[src/rtl/tx_buffer.sv]
// tx_buffer: captures one sorted array in a single cycle and streams it byte-wise to a UART
// transmitter over a start/busy handshake, optionally followed by an end-of-array marker.
module tx_buffer #(
  parameter int unsigned WIDTH    = 32,
  parameter int unsigned DEPTH    = 8,
  parameter bit          SEND_END = 1'b1,
  parameter logic [7:0]  END_BYTE = 8'h0A
) (
  input  logic             clk,
  input  logic             rst,
  input  logic             valid_in,
  input  logic [0:WIDTH-1] array_in [DEPTH],
  input  logic             tx_busy,
  output logic [7:0]       tx_data,
  output logic             tx_start,
  output logic             ready,
  output logic             done,
  output logic             dropped
);

  if (WIDTH % 8 != 0) begin : g_width_check
    $error("tx_buffer: WIDTH must be a multiple of 8");
  end

  localparam int unsigned BPW = WIDTH / 8;
  localparam int unsigned BiW = (BPW > 1) ? $clog2(BPW) : 1;
  localparam int unsigned EiW = (DEPTH > 1) ? $clog2(DEPTH) : 1;
  localparam logic [BiW-1:0] ByteLast = BiW'(BPW - 1);
  localparam logic [EiW-1:0] ElemLast = EiW'(DEPTH - 1);

  typedef enum logic [2:0] {
    StIdle,
    StSend,
    StWaitAck,
    StWaitDone,
    StEnd,
    StFinish
  } state_e;

  state_e           state_q, state_d;
  logic [BiW-1:0]   byte_q, byte_d;
  logic [EiW-1:0]   elem_q, elem_d;
  logic [1:0]       ack_q, ack_d;      // cycles spent waiting for tx_busy to rise
  logic             end_q, end_d;      // current byte is the end marker
  logic             dropped_q;
  logic             capture;
  logic [0:WIDTH-1] array_q [DEPTH];

  // State and counter registers.
  always_ff @(posedge clk or posedge rst) begin
    if (rst) begin
      state_q <= StIdle;
      byte_q  <= '0;
      elem_q  <= '0;
      ack_q   <= '0;
      end_q   <= 1'b0;
    end else begin
      state_q <= state_d;
      byte_q  <= byte_d;
      elem_q  <= elem_d;
      ack_q   <= ack_d;
      end_q   <= end_d;
    end
  end

  // Capture register: loaded only on an accepted valid_in, so later array_in changes are ignored.
  always_ff @(posedge clk or posedge rst) begin
    if (rst) begin
      for (int i = 0; i < int'(DEPTH); i++) begin
        array_q[i] <= '0;
      end
    end else if (capture) begin
      array_q <= array_in;
    end
  end

  // Flag a valid_in that arrives while a transfer is in progress.
  always_ff @(posedge clk or posedge rst) begin
    if (rst) begin
      dropped_q <= 1'b0;
    end else begin
      dropped_q <= valid_in && (state_q != StIdle);
    end
  end

  // Next-state logic and handshake outputs.
  always_comb begin
    state_d  = state_q;
    byte_d   = byte_q;
    elem_d   = elem_q;
    ack_d    = ack_q;
    end_d    = end_q;
    capture  = 1'b0;
    tx_start = 1'b0;
    ready    = 1'b0;
    done     = 1'b0;
    unique case (state_q)
      StIdle: begin
        ready = 1'b1;
        if (valid_in) begin
          capture = 1'b1;
          byte_d  = '0;
          elem_d  = '0;
          end_d   = 1'b0;
          state_d = StSend;
        end
      end
      StSend, StEnd: begin
        if (!tx_busy) begin
          tx_start = 1'b1;
          ack_d    = '0;
          state_d  = StWaitAck;
        end
      end
      StWaitAck: begin
        // Give up waiting after four cycles so a missed busy pulse cannot hang the buffer.
        if (tx_busy || ack_q == 2'd3) begin
          state_d = StWaitDone;
        end else begin
          ack_d = ack_q + 2'd1;
        end
      end
      StWaitDone: begin
        if (!tx_busy) begin
          if (end_q) begin
            state_d = StFinish;
          end else if (elem_q == ElemLast && byte_q == ByteLast) begin
            if (SEND_END) begin
              end_d   = 1'b1;
              state_d = StEnd;
            end else begin
              state_d = StFinish;
            end
          end else begin
            if (byte_q == ByteLast) begin
              byte_d = '0;
              elem_d = elem_q + 1'b1;
            end else begin
              byte_d = byte_q + 1'b1;
            end
            state_d = StSend;
          end
        end
      end
      StFinish: begin
        done    = 1'b1;
        state_d = StIdle;
      end
      default: state_d = StIdle;
    endcase
  end

  // Byte mux: element index selects the word, byte index walks from bit 0 (the MSB) down.
  always_comb begin
    tx_data = 8'h00;
    if (state_q != StIdle) begin
      if (end_q) begin
        tx_data = END_BYTE;
      end else begin
        tx_data = array_q[elem_q][{byte_q, 3'b000} +: 8];
      end
    end
  end

  assign dropped = dropped_q;

endmodule
[config.mk]
export PLATFORM = sky130hd
export DESIGN_NAME = tx_buffer
export DESIGN_NICKNAME = d
export VERILOG_FILES = /design/src/rtl/tx_buffer.sv
export SDC_FILE = /design/constraint.sdc
export NUM_CORES = 1
export LEC_CHECK = 0
export CAP_MARGIN = 30
export CORE_AREA = 2 2 192 194
export DETAILED_ROUTE_END_ITERATION = 12
export DIE_AREA = 0 0 194 196
export GPL_TIMING_DRIVEN = 0
export REMOVE_ABC_BUFFERS = 1
export SYNTH_ARGS = -nofsm -noshare
export SYNTH_HDL_FRONTEND = slang
export SYNTH_SLANG_ARGS = --single-unit
[constraint.sdc]
create_clock -name clk -period 22.4 [get_ports clk]
set_input_delay 2.24 -clock clk [delete_from_list [all_inputs] [get_ports clk]]
set_output_delay 2.24 -clock clk [all_outputs]
set_load 0.03 [all_outputs]
Yosys cells after proc, flatten, opt, wreduce, memory -nomap -nowiden. Index checks and enable logic that the tools add are counted.

Output and inout bits: 12. Bits in registers: 268.

Shifts and indexed selects: 1. Add/subtract/negate cells: 3. Order comparisons: 1. Bitwise gates (word level): 2. Multiplexer cells: 38. Reduce and logical (&&, ||, !) cells: 13. Equality and inequality tests: 16.

Operators with widths (number): $bmux W32 S3 (1); $mux W32 (2); $mux W3 (11); $shiftx A32 B6 Y33 (1); $mux W8 (2); $ne A2 B2 Y1 const B (8); $mux W2 (7); $pmux W3 S4 (1); $mux W1 (10); $eq A3 B3 Y1 const B (3); $pmux W2 S2 (2); $eq A3 B2 Y1 const B (2); $not A5 Y6 (1); $pmux W3 S2 (1); $reduce_and A3 Y1 (2); $reduce_and A6 Y1 (1); $reduce_and A5 Y1 (1); $add A2 B1 Y2 const B (2); $eq A2 B2 Y1 const B (2); $ge A4 B4 Y1 const B (1); $not A3 Y4 (1); $reduce_and A4 Y1 (1); $reduce_bool A2 Y1 (2); $add A3 B1 Y3 const B (1); 7 further kinds (8).

Logic depth before layout (Yosys ltp). Gate-level depths: netlist of run 1.

Word-level depth: 7. Gate-level depth with buffers: 8.

Worst setup path after synthesis of run 1. No wires, ideal clock.

Kind: input-to-output. Start: input tx_busy. End: output tx_start. Path slack: 17.239 ns. Data required time: 20.160 ns. Cell stages on the path: 1. Arrival time: 2.921 ns. Path through: nor3_1.

Longest elaborated chain between the ends: 2.

Ends and longest elaborated chain: start: declaration (RTL line 13) `input logic tx_busy,`; $mux W1 (RTL line 109) `if (!tx_busy) begin`; $mux W1 (RTL line 97) `unique case (state_q)`; end: declaration (RTL line 15) `output logic tx_start,`.

No other way between the ends.

Final worst setup path of run 1. Ends and elaborated chain as after synthesis.

==> qor.yml, run 1 <==
wl_met3_mm: 1.77
combPwrFrac_pct: 31.9
switchingPower_mw: 0.579
io_pins: 272
avgSynthCellArea_um2: 15.6
cts_resized: 0
numPortBuffers: 271
cts_buffers: 34
max_freq_ghz: 0.167
seqPwrFrac_pct: 41.4
regArea_um2: 6720
ant_nets: 0
wl_met2_mm: 15.4
report.final.slew_viol_count: 0
rows: 70
p_sw_share_pct: 28.0
drt-total-wl_mm: 31.4
cp_max_fo: 7
syn_area_um2: 12500
wl_met1_mm: 13.6
finalSetupViolCount: 0
cts_max_level: 2
whs_path_depth: 1
drc: 0
top_layer_used: "met4"
synth-seq-cells: 268
hpwl_mm: 21.2
worstHoldPathType: "flip-flop to flip-flop"
num_vias: 7708
grt_pass1_vias: 8547
power_density_nw_per_um2: 123
leakagePower_nw: 6.60
pwr-share-clk_pct: 26.7
drtIter0Drc: 237
syn_to_final_growth_pct: 34.5
synth_edf_count: 0
clkTransAtPathRegs_ns: 0.05
crit_chain: "clkdlybuf4s50_1, nor3_1, clkdlybuf4s50_1"
grt_setup_unrepaired: "no"
synth_common_cells: "dfrtp_1 (268), mux2_2 (246), mux4_2 (48)"
drv_cap: 0
cp_slowest_cell: "clkdlybuf4s50_1"
clock_path_buffers: 3
cp-start-kind: "input pin"
synth_warnings: 0
cp_num_buf_inv: 2
gp_congestion: 0.723
core_region_area_um2: 36100
synth_seq_area_share_pct: 53.8
grtUsageTotal_pct: 16.8
holdBufCountCts: 0
grt-ovfl-total: 0
vdd_drop_max_uv: 69.1
cts_root_buf: "clkbuf_16"
num-nets-final: 1321
synth_cell_type_count: 45
total_power_mw: 2.06
endpoint_kind: "output pin"
die_area_um2: 38000
min_period_ns: 5.98
grt_pass1_wl_mm: 49.7
antenna_found_initial: 3
grt_max_degree: 123
synthCells: 797
required_ns: 20.16
fill_cells: 3254
final_hold_viol_count: 0
wl_per_cell_um: 20.3
worst_path_most_repeated_cell: "clkdlybuf4s50_1"
firstDrtPassIters: 4
tns_ns: 0
path_class: "input pin to output pin"
finClkSkew_ns: 0.0114
yosys.area.top_type: "dfrtp_1"
maxSlewHeadroom_pct: 44.3
crit_family: "buffers and inverters"
clock-sinks: 268
worstPathArrival_ns: 3.74
yosysMostFrequentCell: "dfrtp_1"
cts_tree: "done"
fp.dieH_um: 196
fp.dieW_um: 194
cts_setup_buffers: 0
synth_top_area_share_pct: 53.8
ys_top_cells_by_area: "dfrtp_1 (54%), mux2_2 (22%), mux4_2 (8.7%), mux2i_1 (3.1%), mux2_1 (1.9%)"
initial_core_util_pct: 34.5
viasPerCell: 4.98
status: "complete, no violations"
ys_async_sr_fraction_pct: 100
multi_input_area_um2: 5340
final_layout_size_suffix_gt1_share_pct: 33.8
cp_slowest_stage_delay_ns: 0.74
path_depth: 3
worst_pin_slew_ns: 0.835
ys_dominant_reg_cell: "dfrtp_1"
clock_latency_ns: 0.52
internal-power_mw: 1.49
timing.final.crit_share_pct: 26.7
reg2reg_depth: 7
## sequential cells by signal (all words and copies together), names as in the netlist
signal / flops
state_q: 3
end_q: 1
array_q: 256
dropped: 1
ack_q: 2
byte_q: 2
elem_q: 3
## worst reg2reg max path: cells and delay by family, from the launching register on
family	cells	cell delay (ns)
flip-flops	1	0.74
buffers and inverters	1	0.34
multiplexers	1	0.31
AO/OA/AOI/OAI	3	0.75
adder cells (fa/ha/maj)	2	0.44
## per-stage QoR
stage | instance area (um^2) | std cells | setup WS [ns] | hold WS, ns | utilization (%)
3_3_place_gp | 15400 | 1479 | 8.79 | 0.464 | 42.6
6_report | 16800 | 1549 | 16.42 | 0.480 | 46.5
4_1_cts | 16800 | 1546 | 16.42 | 0.486 | 46.4
3_5_place_dp | 15600 | 1489 | 16.42 | 0.473 | 43.3
2_1_floorplan | 12100 | 740 | 12.78 | 0.453 | -
5_1_grt | 16800 | 1549 | 16.40 | 0.501 | 46.5
## worst paths after layout
path	slack, ns	endpoint	start
min in group asynchronous	2.10	array_q[53]$_DFFE_PP0P_	rst
setup / recovery	16.42	tx_start	tx_busy
max in group asynchronous	19.32	elem_q[1]$_DFFE_PP0P_	rst
hold / removal	0.48	array_q[96]$_DFFE_PP0P_	array_q[96]$_DFFE_PP0P_
hold reg to reg	0.48	array_q[96]$_DFFE_PP0P_	array_q[96]$_DFFE_PP0P_
setup reg to reg	19.73	elem_q[0]$_DFFE_PP0P_	elem_q[1]$_DFFE_PP0P_
## power groups by stage
| stage | clock network, mW | registers, mW | logic [mW] |
|---|---|---|---|
| after floorplan | 0 | 0.823 | 0.525 |
| after global placement | 0 | 0.866 | 0.698 |
| after detailed placement | 0 | 0.865 | 0.669 |
| after CTS | 0.571 | 0.859 | 0.671 |
| after global routing | 0.588 | 0.892 | 0.717 |
| final | 0.552 | 0.855 | 0.658 |
## cells in the final DEF (no fill, tap or decap), types with 5 or more instances in the layout
cell type and instances:
a31oi_1 10, clkbuf_8 7, nor2_1 7, a22o_1 5, a22oi_1 5, a21oi_1 9, clkinv_2 5, clkbuf_1 6
mux2_2 246, clkbuf_16 37, mux2_1 21, nor2b_1 11, nand2_1 7, inv_1 5, mux2i_1 38, mux4_2 48
clkdlybuf4s50_1 271, dfrtp_1 264, a211o_1 8, a221o_1 5, buf_16 6, o21ai_0 5
## cells by family after synthesis
family	after synthesis	share of synthesized area, %
multiplexers	357	36.7
flip-flops	268	53.8
buffers and inverters	63	3.39
AO/OA/AOI/OAI	59	3.54
AND/OR/NAND/NOR	45	2.12
adder cells (fa/ha/maj)	4	0.401
XOR/XNOR	1	0.0703
## layout make-up
type | instances | share of cell area, %
sequential | 268 | 40.1
multi-input combinational | 466 | 31.8
timing repair buffer | 281 | 17.6
clock buffer | 50 | 6.23
tap | 468 | 3.49
clock inverter | 7 | 0.507
inverter | 6 | 0.179
antenna | 3 | 0.0448
## layer usage
| layer | vias to the layer above | global-route usage, % |
|---|---|---|
| li1 | 3511 | - |
| met1 | 3980 | 21.5 |
| met2 | 174 | 27.8 |
| met3 | 43 | 4.25 |
| met4 | 0 | 5.42 |
| met5 | - | 0 |
Power figures use the tool's default switching activity.
==> inputs of run 2 (changes only) <==
==> constraint.sdc (replaced) <==
create_clock -name clk -period 5.4 [get_ports clk]
set_input_delay 0.54 -clock clk [delete_from_list [all_inputs] [get_ports clk]]
set_output_delay 0.54 -clock clk [all_outputs]
set_load 0.03 [all_outputs]
==> results of run 2 <==
The final DEF is identical to that of run 1. Status: complete, no violations.
Main changes from that run: setup slack after placement 16.42 ns -> 1.82 ns; clock-pin slew on the worst setup and hold paths 0.05 ns -> 0.06 ns; setup slack after layout 16.42 ns -> 1.34 ns; hold slack 0.480 ns -> 0.402 ns; start point of the critical path tx_busy -> elem_q[1]$_DFFE_PP0P_; end point of the critical path tx_start -> tx_data[4]; register-to-register setup slack 19.73 ns -> 2.73 ns; total power 2.06 mW -> 8.56 mW; worst IR drop on VDD 69.1 uV -> 287 uV
